`config.mk`:
```
export PLATFORM = sky130hd
export DESIGN_NAME = shift_sequencer
export DESIGN_NICKNAME = d
export VERILOG_FILES = /design/src/rtl/shift_sequencer.sv
export SDC_FILE = /design/constraint.sdc
export NUM_CORES = 1
export LEC_CHECK = 0
export CORE_ASPECT_RATIO = 0.7
export CORE_MARGIN = 2
export CORE_UTILIZATION = 46
export DETAILED_ROUTE_END_ITERATION = 10
export GPL_TIMING_DRIVEN = 0
export PLACE_DENSITY = 0.78
export SYNTH_ARGS = -nofsm -noshare
export SYNTH_HDL_FRONTEND = slang
export SYNTH_SLANG_ARGS = --single-unit
```
`constraint.sdc`:
```
create_clock -name clk -period 2 [get_ports clk]
set_input_delay 0.3 -clock clk [delete_from_list [all_inputs] [get_ports clk]]
set_output_delay 0.3 -clock clk [all_outputs]
set_load 0.005 [all_outputs]
```
`src/rtl/shift_sequencer.sv`:
```
// Multi-cycle shift controller: one single-bit shift/rotate step per clock, amt times,
// behind a valid/ready request interface and a valid/ready result interface.
module shift_sequencer #(
  parameter int WIDTH = 8,
  parameter int AMT_W = 3
) (
  input  logic             clk,
  input  logic             rst,
  input  logic             start_valid,
  output logic             start_ready,
  input  logic [WIDTH-1:0] op_a,
  input  logic [AMT_W-1:0] amt,
  input  logic [1:0]       mode,
  output logic [WIDTH-1:0] result,
  output logic             carry,
  output logic             res_valid,
  input  logic             res_ready,
  output logic             busy
);

  typedef enum logic [1:0] {
    S_IDLE  = 2'd0,
    S_SHIFT = 2'd1,
    S_DONE  = 2'd2
  } state_t;

  state_t           state_q, state_d;
  logic [WIDTH-1:0] data_q, data_d;
  logic [1:0]       mode_q, mode_d;
  logic [AMT_W-1:0] count_q, count_d;
  logic             carry_q, carry_d;

  logic [WIDTH-1:0] shl_v, shr_v, rol_v, ror_v;
  logic [WIDTH-1:0] step_data;
  logic             step_carry;

  // Single-bit neighbour wiring for each of the four step kinds.
  for (genvar gi = 0; gi < WIDTH; gi++) begin : g_step
    if (gi == 0) begin : g_lsb
      assign shl_v[gi] = 1'b0;
      assign rol_v[gi] = data_q[WIDTH-1];
    end else begin : g_lsb_n
      assign shl_v[gi] = data_q[gi-1];
      assign rol_v[gi] = data_q[gi-1];
    end
    if (gi == WIDTH-1) begin : g_msb
      assign shr_v[gi] = 1'b0;
      assign ror_v[gi] = data_q[0];
    end else begin : g_msb_n
      assign shr_v[gi] = data_q[gi+1];
      assign ror_v[gi] = data_q[gi+1];
    end
  end

  always_comb begin
    step_data  = shl_v;
    step_carry = data_q[WIDTH-1];
    case (mode_q)
      2'b00: begin step_data = shl_v; step_carry = data_q[WIDTH-1]; end
      2'b01: begin step_data = shr_v; step_carry = data_q[0];       end
      2'b10: begin step_data = rol_v; step_carry = data_q[WIDTH-1]; end
      default: begin step_data = ror_v; step_carry = data_q[0];     end
    endcase
  end

  always_comb begin
    state_d = state_q;
    data_d  = data_q;
    mode_d  = mode_q;
    count_d = count_q;
    carry_d = carry_q;
    case (state_q)
      S_IDLE: begin
        if (start_valid) begin
          data_d  = op_a;
          mode_d  = mode;
          count_d = amt;
          carry_d = 1'b0;
          state_d = (amt == '0) ? S_DONE : S_SHIFT;
        end
      end
      S_SHIFT: begin
        data_d  = step_data;
        carry_d = step_carry;
        count_d = count_q - AMT_W'(1);
        // Last step lands in DONE on the same edge.
        if (count_q == AMT_W'(1)) state_d = S_DONE;
      end
      S_DONE: begin
        if (res_ready) state_d = S_IDLE;
      end
      default: state_d = S_IDLE;
    endcase
  end

  always_ff @(posedge clk) begin
    if (rst) begin
      state_q <= S_IDLE;
      data_q  <= '0;
      mode_q  <= '0;
      count_q <= '0;
      carry_q <= 1'b0;
    end else begin
      state_q <= state_d;
      data_q  <= data_d;
      mode_q  <= mode_d;
      count_q <= count_d;
      carry_q <= carry_d;
    end
  end

  assign start_ready = (state_q == S_IDLE);
  assign res_valid   = (state_q == S_DONE);
  assign busy        = (state_q == S_SHIFT) || (state_q == S_DONE);
  assign result      = data_q;
  assign carry       = carry_q;

endmodule
```
* Word-level counts from Yosys, hierarchy flattened
Index checks and enable logic that the tools add are counted.
Operators by class: add/sub/neg operators 1, equality and inequality tests 8, mux-type cells 13, reductions and logical operators 9
Operator list (count):
- 8-bit one-hot mux with 3 select lines | 1
- 8-bit one-hot mux with 2 select lines | 1
- 2-bit two-way mux | 4
- 8-bit two-way mux | 1
- 2-bit one-hot mux with 3 select lines | 1
- 3-bit one-hot mux with 2 select lines | 1
- 2-bit by 1-bit == test with 1-bit output (second input constant) | 2
- 2-bit == test (second input constant) | 2
- 2-bit logical NOT | 2
- 2-bit != test (second input constant) | 2
- 2-bit AND reduction | 2
- 3-bit by 1-bit == test with 1-bit output (second input constant) | 1
- 3-bit logical NOT | 1
- 3-bit two-way mux | 1
- 3-bit AND reduction | 1
- 3-bit by 1-bit subtractor with 3-bit output (second input constant) | 1
- 1-bit two-way mux | 2
- 2-bit by 1-bit != test with 1-bit output (second input constant) | 1
- 1-bit one-hot mux with 2 select lines | 1
- 2-bit nonzero test | 1
- 2-bit OR reduction | 1
- 1-bit logical OR | 1
Storage, ports and cells: flip-flop bits (word level) 16, input port bits 17, output and inout bits 12

* Longest topological paths before layout
Gate-level depths: netlist of the first run.
word-level depth 4, gate-level depth with buffers 8, gate-level depth less buffers 6

* Worst setup path before layout of the first run
Ideal clock, no wire load.
path kind register to register, start point register state_q[0], end point register count_q[2], data arrival time 1336 ps, data required time 1868 ps, setup slack 531 ps, stages on the path, launching flop included 7, path buffers 1, period minus slack after synthesis 1469 ps, path through dfxtp_1 > inv_1 > ha_1 > mux2_4 > buf_12 > a22oi_2 > nor2_1
On the way: cells in the longest elaborated chain, start to end 3, elaborated cells between the ends (all ways) 6, those cells by class eq/ne: 2; mux: 1; reduce/logical: 3
RTL lines:
- start: declaration | RTL line 27 | state_t state_q, state_d;
- start signal: assignment | RTL line 104 | state_q <= state_d;
- 2-bit logical NOT (*)
- net start_ready | RTL line 10 | output logic start_ready,
- 2-bit != test (no source line) / 2-bit nonzero test (equally long branches)
- 2-bit AND reduction (no source line)
- end signal: assignment | RTL line 107 | count_q <= count_d;
- end: declaration | RTL line 30 | logic [AMT_W-1:0] count_q, count_d;
Mark *: on every way through the listed nets, which the timed path passes. The rest lies on a longest branch. A chain may end at the register's enable or synchronous reset.

* Final worst setup path of the first run
start point register state_q[0], end point output start_ready
On the way: cells in the longest elaborated chain, start to end 1
RTL lines:
- 2-bit logical NOT | RTL line 112 | assign start_ready = (state_q == S_IDLE);
- end: declaration | RTL line 10
Every way passes these cells.

==> results of run 1 <==
==> worst max-delay path, delay by kind of cell (launching register included) <==
family	cells	cell delay (ps)
buf+inv	2	660
fa+ha+maj	1	340
flops	1	330
==> per-layer routing <==
layer  track usage, %  up-vias
li1                 -      457
met1             28.2      412
met2             28.6       26
met3             4.57        4
met4             4.09        0
met5                0        -
==> cell families after synthesis <==
family / Yosys count
compound gates: 34
fa+ha+maj: 5
buf+inv: 12
flops: 16
mux: 8
simple gates: 36
==> final cells by class <==
| type | count | area, µm² |
|---|---|---|
| Buffer | 7 | 57.6 |
| Clock buffer | 4 | 36.3 |
| Fill cell | 182 | 747 |
| Inverter | 5 | 18.8 |
| Multi-Input combinational cell | 83 | 594 |
| Sequential cell | 16 | 320 |
| Tap cell | 24 | 30.0 |
| Timing Repair Buffer | 28 | 280 |
==> Yosys cell counts, types with 3 or more instances <==
cell type	n
a21oi_1	10
a21oi_2	4
buf_2	3
dfxtp_1	16
ha_1	5
inv_1	4
mux2i_1	7
nand2_1	22
nand3_1	4
nor2_1	3
o211ai_2	8
==> flip-flops by register name (all words and copies together) (netlist names) <==
register / flops
count_q: 3
mode_q: 2
carry: 1
result: 8
state_q: 2
==> power breakdown <==
part	switching, mW	internal (mW)	total (mW)	leakage [nW]
clock network	0.108	0.111	0.219	0.0210
registers	0.0624	0.385	0.447	0.131
logic	0.339	0.359	0.698	0.316
==> through the flow <==
stage	hold slack, ps	instances	cell area (µm²)	util [%]
after global routing	499	167	1340	64.2
after CTS	469	167	1340	64.2
after global placement	440	163	1300	62.4
final	470	167	1340	64.2
after floorplan	366	111	991	-
after detailed placement	452	163	1300	62.4
==> worst max-delay path by stage <==
stage          cells after the start     endpoint  slack, ps
3_5_place_dp                       3        carry        320
5_1_grt                            3  start_ready         10
3_3_place_gp                       3        carry        330
4_1_cts                            3  start_ready         90
6_report                           3  start_ready         80
2_1_floorplan                      6   count_q[2]        530
==> flow_summary.json, run 1 <==
{
  "outcome": "finished clean",
  "synth-warning-count": 0,
  "synthMuxAreaShare_pct": 8.59,
  "setup_tns_ps": 0,
  "cts_buffer_depth": 2,
  "antenna_found_initial": 0,
  "rrSetupSlack_ps": 390,
  "grt_usage_pct": 19.3,
  "cts.sinks": 16,
  "dieWidth_um": 59.5,
  "drt_first_pass_iters": 4,
  "setup_ws_ps": 77.8,
  "p_leak_nw": 0.468,
  "cts-root-buf": "clkbuf_4",
  "gp_congestion": 0.783,
  "synthAdderAreaFrac_pct": 6.31,
  "syn-num-nets": 133,
  "avgSynthCellArea_um2": 8.93,
  "pin_count": 29,
  "grt_pass1_wl_mm": 3.70,
  "min_to": "count_q[1]",
  "cp.arrival_ps": 1620,
  "fin_crit_sh_pct": 96.1,
  "cp-start-kind": "flop",
  "cts_setup_buffers": 0,
  "worstPathCellList": "inv_1, ha_1, clkdlybuf4s50_1",
  "synth_cell_type_count": 31,
  "synth_top_family_by_area": "compound AO/OA/AOI/OAI gates",
  "max_slew_margin_pct": 60.9,
  "synth.area.top_cells": "dfxtp_1, o211ai_2, nand2_1",
  "yosys.area.top_type_share_pct": 32.3,
  "max_stage_delay_ps": 570,
  "hold_start": "count_q[1]",
  "synth_top_area_cell": "dfxtp_1",
  "wl_met2_um": 987,
  "cts_hold_buf": 0,
  "synthCells": 111,
  "drc": 0,
  "met3_length_um": 120,
  "holdPathStages": 2,
  "fmax_ghz": 0.520,
  "grt_pass1_vias": 792,
  "power_mw": 1.36,
  "drv_slew": 0,
  "worst-setup-path-type": "flop to primary output",
  "die_h_um": 42.8,
  "synth_xor_area_share_pct": 0,
  "synth_ff_type": "dfxtp_1",
  "critPathRequiredTime_ps": 1700,
  "htreeDepth": 1,
  "die_area_um2": 2550,
  "r2r-end": "count_q[2]",
  "irDropWorstVdd_uv": 441,
  "cts_resized": 0,
  "setup_violations": 0,
  "final_common_cell": "clkdlybuf4s50_1",
  "routed_wl_mm": 2.35,
  "ys_ff_latch": 16,
  "grt_setup_unrepaired": "false",
  "grt_max_degree": 11,
  "clk_latency_ps": 300,
  "dp_hpwl_mm": 1.77,
  "cts_made_buffers": 3,
  "layout.nets": 166,
  "io_buffers": 28,
  "postRouteAntennaNets": 0,
  "cp_max_fo": 8,
  "cts_tree": "built",
  "powerDensity_nw_per_um2": 1020,
  "dp_slack_ps": 318,
  "area_delta_synth_final_pct": 35.0,
  "synth_edf_count": 0,
  "yosysSeqAreaShare_pct": 32.3,
  "wl_met1_mm": 1.22,
  "drive_gt1_share_pct": 18.9,
  "hold_viol": 0,
  "final_cell_mix": "clkdlybuf4s50_1, nand2_1, dfxtp_1, a21oi_1, o211ai_2",
  "path_clk_slew_ps": 100,
  "synth_compound_area_share_pct": 29.3,
  "design.core.area_um2": 2080,
  "cp_slowest_cell": "clkdlybuf4s50_1",
  "start_util_pct": 47.5,
  "hp-class": "flop to flop",
  "reg2reg_from": "state_q[0]",
  "synth_area_um2": 991,
  "async_flop_share_pct": 0,
  "tightest_slew_ps": 587,
  "routedWlPerCell_um": 14.1,
  "ff2ff_path_depth": 6,
  "max-cap-violations": 0,
  "cp-startpoint": "state_q[0]",
  "end_kind": "primary output",
  "vias_per_cell": 5.38,
  "yosys.area_share.simple_pct": 15.8,
  "period_needed_ps": 1920,
  "fin_worst_skew_ps": 10.0,
  "first_iter_violations": 42,
  "gr-total-overflow": 0,
  "top_layer_used": "met4",
  "dr_total_vias": 899,
  "antenna_cells": 0,
  "row_count": 14
}
No activity file was read; power rests on OpenSTA's default activity.
==> inputs of run 2 (changes only) <==
Settings changed: CELL_PAD_IN_SITES_DETAIL_PLACEMENT set to 1, CELL_PAD_IN_SITES_GLOBAL_PLACEMENT set to 1, CORE_UTILIZATION 46 to 34, PLACE_DENSITY 0.78 to unset, PLACE_DENSITY_LB_ADDON set to 0.1.
==> flow_summary.json, run 2 (synthesis results as in run 1) <==
{
  "outcome": "finished clean",
  "drt_first_pass_iters": 4,
  "p_leak_nw": 0.469,
  "drc": 0,
  "fin_crit_sh_pct": 92.1,
  "pin_count": 29,
  "io_buffers": 28,
  "cts_buffer_depth": 2,
  "grt_pass1_wl_mm": 4.25,
  "max-cap-violations": 0,
  "cts.sinks": 16,
  "final_common_cell": "clkdlybuf4s50_1",
  "cp_slowest_cell": "clkdlybuf4s50_1",
  "worstPathCellList": "inv_1, ha_1, clkdlybuf4s50_1",
  "end_kind": "primary output",
  "setup_violations": 0,
  "fin_worst_skew_ps": 7.21,
  "dr_total_vias": 900,
  "cts_hold_buf": 0,
  "grt_usage_pct": 17.1,
  "cts_tree": "built",
  "die_h_um": 49.2,
  "gp_congestion": 0.777,
  "clk_latency_ps": 250,
  "cts_setup_buffers": 0,
  "max_stage_delay_ps": 560,
  "antenna_found_initial": 0,
  "die_area_um2": 3370,
  "gr-total-overflow": 0,
  "area_delta_synth_final_pct": 37.0,
  "largest_register_ff_count": 8,
  "dieWidth_um": 68.5,
  "postRouteAntennaNets": 0,
  "first_iter_violations": 29,
  "cts_made_buffers": 3,
  "grt_max_degree": 11,
  "hold_viol": 0,
  "grt_setup_unrepaired": "false",
  "setup_tns_ps": 0,
  "design.core.area_um2": 2780,
  "period_needed_ps": 1840,
  "hp-class": "flop to flop",
  "tightest_slew_ps": 619,
  "placed_cell_area_um2": 1320,
  "final_cell_mix": "clkdlybuf4s50_1, nand2_1, dfxtp_1, a21oi_1, o211ai_2",
  "worst-path-buf-inv": 2,
  "routedWlPerCell_um": 14.5,
  "path_clk_slew_ps": 70,
  "drv_slew": 0,
  "vias_per_cell": 5.06,
  "antenna_cells": 0,
  "drive_gt1_share_pct": 18.3,
  "powerDensity_nw_per_um2": 1020,
  "worst-setup-path-type": "flop to primary output",
  "irDropWorstVdd_uv": 428,
  "cp-start-kind": "flop",
  "cp_top_family": "buffers and inverters",
  "start_util_pct": 35.6,
  "cts_resized": 0,
  "grt_pass1_vias": 897,
  "fmax_ghz": 0.543,
  "design_area_um2": 1360,
  "critPathRequiredTime_ps": 1700,
  "dp_hpwl_mm": 2.03,
  "cts-root-buf": "clkbuf_8",
  "layout.nets": 166,
  "row_count": 16,
  "htreeDepth": 1,
  "cp_max_fo": 8,
  "cp.arrival_ps": 1540,
  "routed_wl_mm": 2.59,
  "max_slew_margin_pct": 58.7
}
run 2: cell count changes in the layout (fill, tap and decap cells not counted), sizes merged:
cell / previous run / this run
clkbuf: 5 / 4
run 2: worst paths after layout:
check | endpoint | cells past startpoint | slack, ps | startpoint
setup reg to reg | count_q[2] | 6 | 420 | state_q[0]
setup / recovery | start_ready | 3 | 160 | state_q[0]
hold / removal | count_q[1] | 2 | 460 | count_q[1]
hold reg to reg | count_q[1] | 2 | 460 | count_q[1]
run 2: layout make-up:
cell class,instances,area (µm²)
Buffer,7,57.6
Clock buffer,3,41.3
Fill cell,337,1430
Multi-Input combinational cell,83,594
Timing Repair Buffer,28,280
Tap cell,36,45.0
Sequential cell,16,320
Inverter,5,18.8
run 2: worst register-to-register path: cells and delay by family (launching register included):
kind	cells	cell delay, ps
mux	1	370
fa+ha+maj	1	330
flops	1	310
buf+inv	2	250
compound gates	1	150
simple gates	1	50
run 2: layer usage:
layer	vias up	routed length (µm)	global-route usage [%]
met3	4	121	5.54
met4	0	22	3.00
met2	18	1100	25.6
met5	-	0	0
met1	424	1340	24.0
li1	454	-	-
run 2: report_power, final:
| part | switching [mW] | total [mW] | internal, mW |
|---|---|---|---|
| sequential | 0.0629 | 0.448 | 0.386 |
| clock | 0.112 | 0.246 | 0.134 |
| combinational | 0.337 | 0.693 | 0.357 |
run 2: per-stage QoR:
| step | util [%] | hold slack [ps] | power, mW | instances | worst slack [ps] |
|---|---|---|---|---|---|
| 3_3_place_gp | 47.3 | 443 | 1.14 | 175 | 261 |
| 3_5_place_dp | 47.3 | 461 | 1.16 | 175 | 281 |
| 6_report | 48.8 | 464 | 1.39 | 178 | 158 |
| 4_1_cts | 48.8 | 471 | 1.41 | 178 | 137 |
| 5_1_grt | 48.8 | 478 | 1.50 | 178 | 46.3 |
| 2_1_floorplan | - | 366 | 0.891 | 111 | 531 |
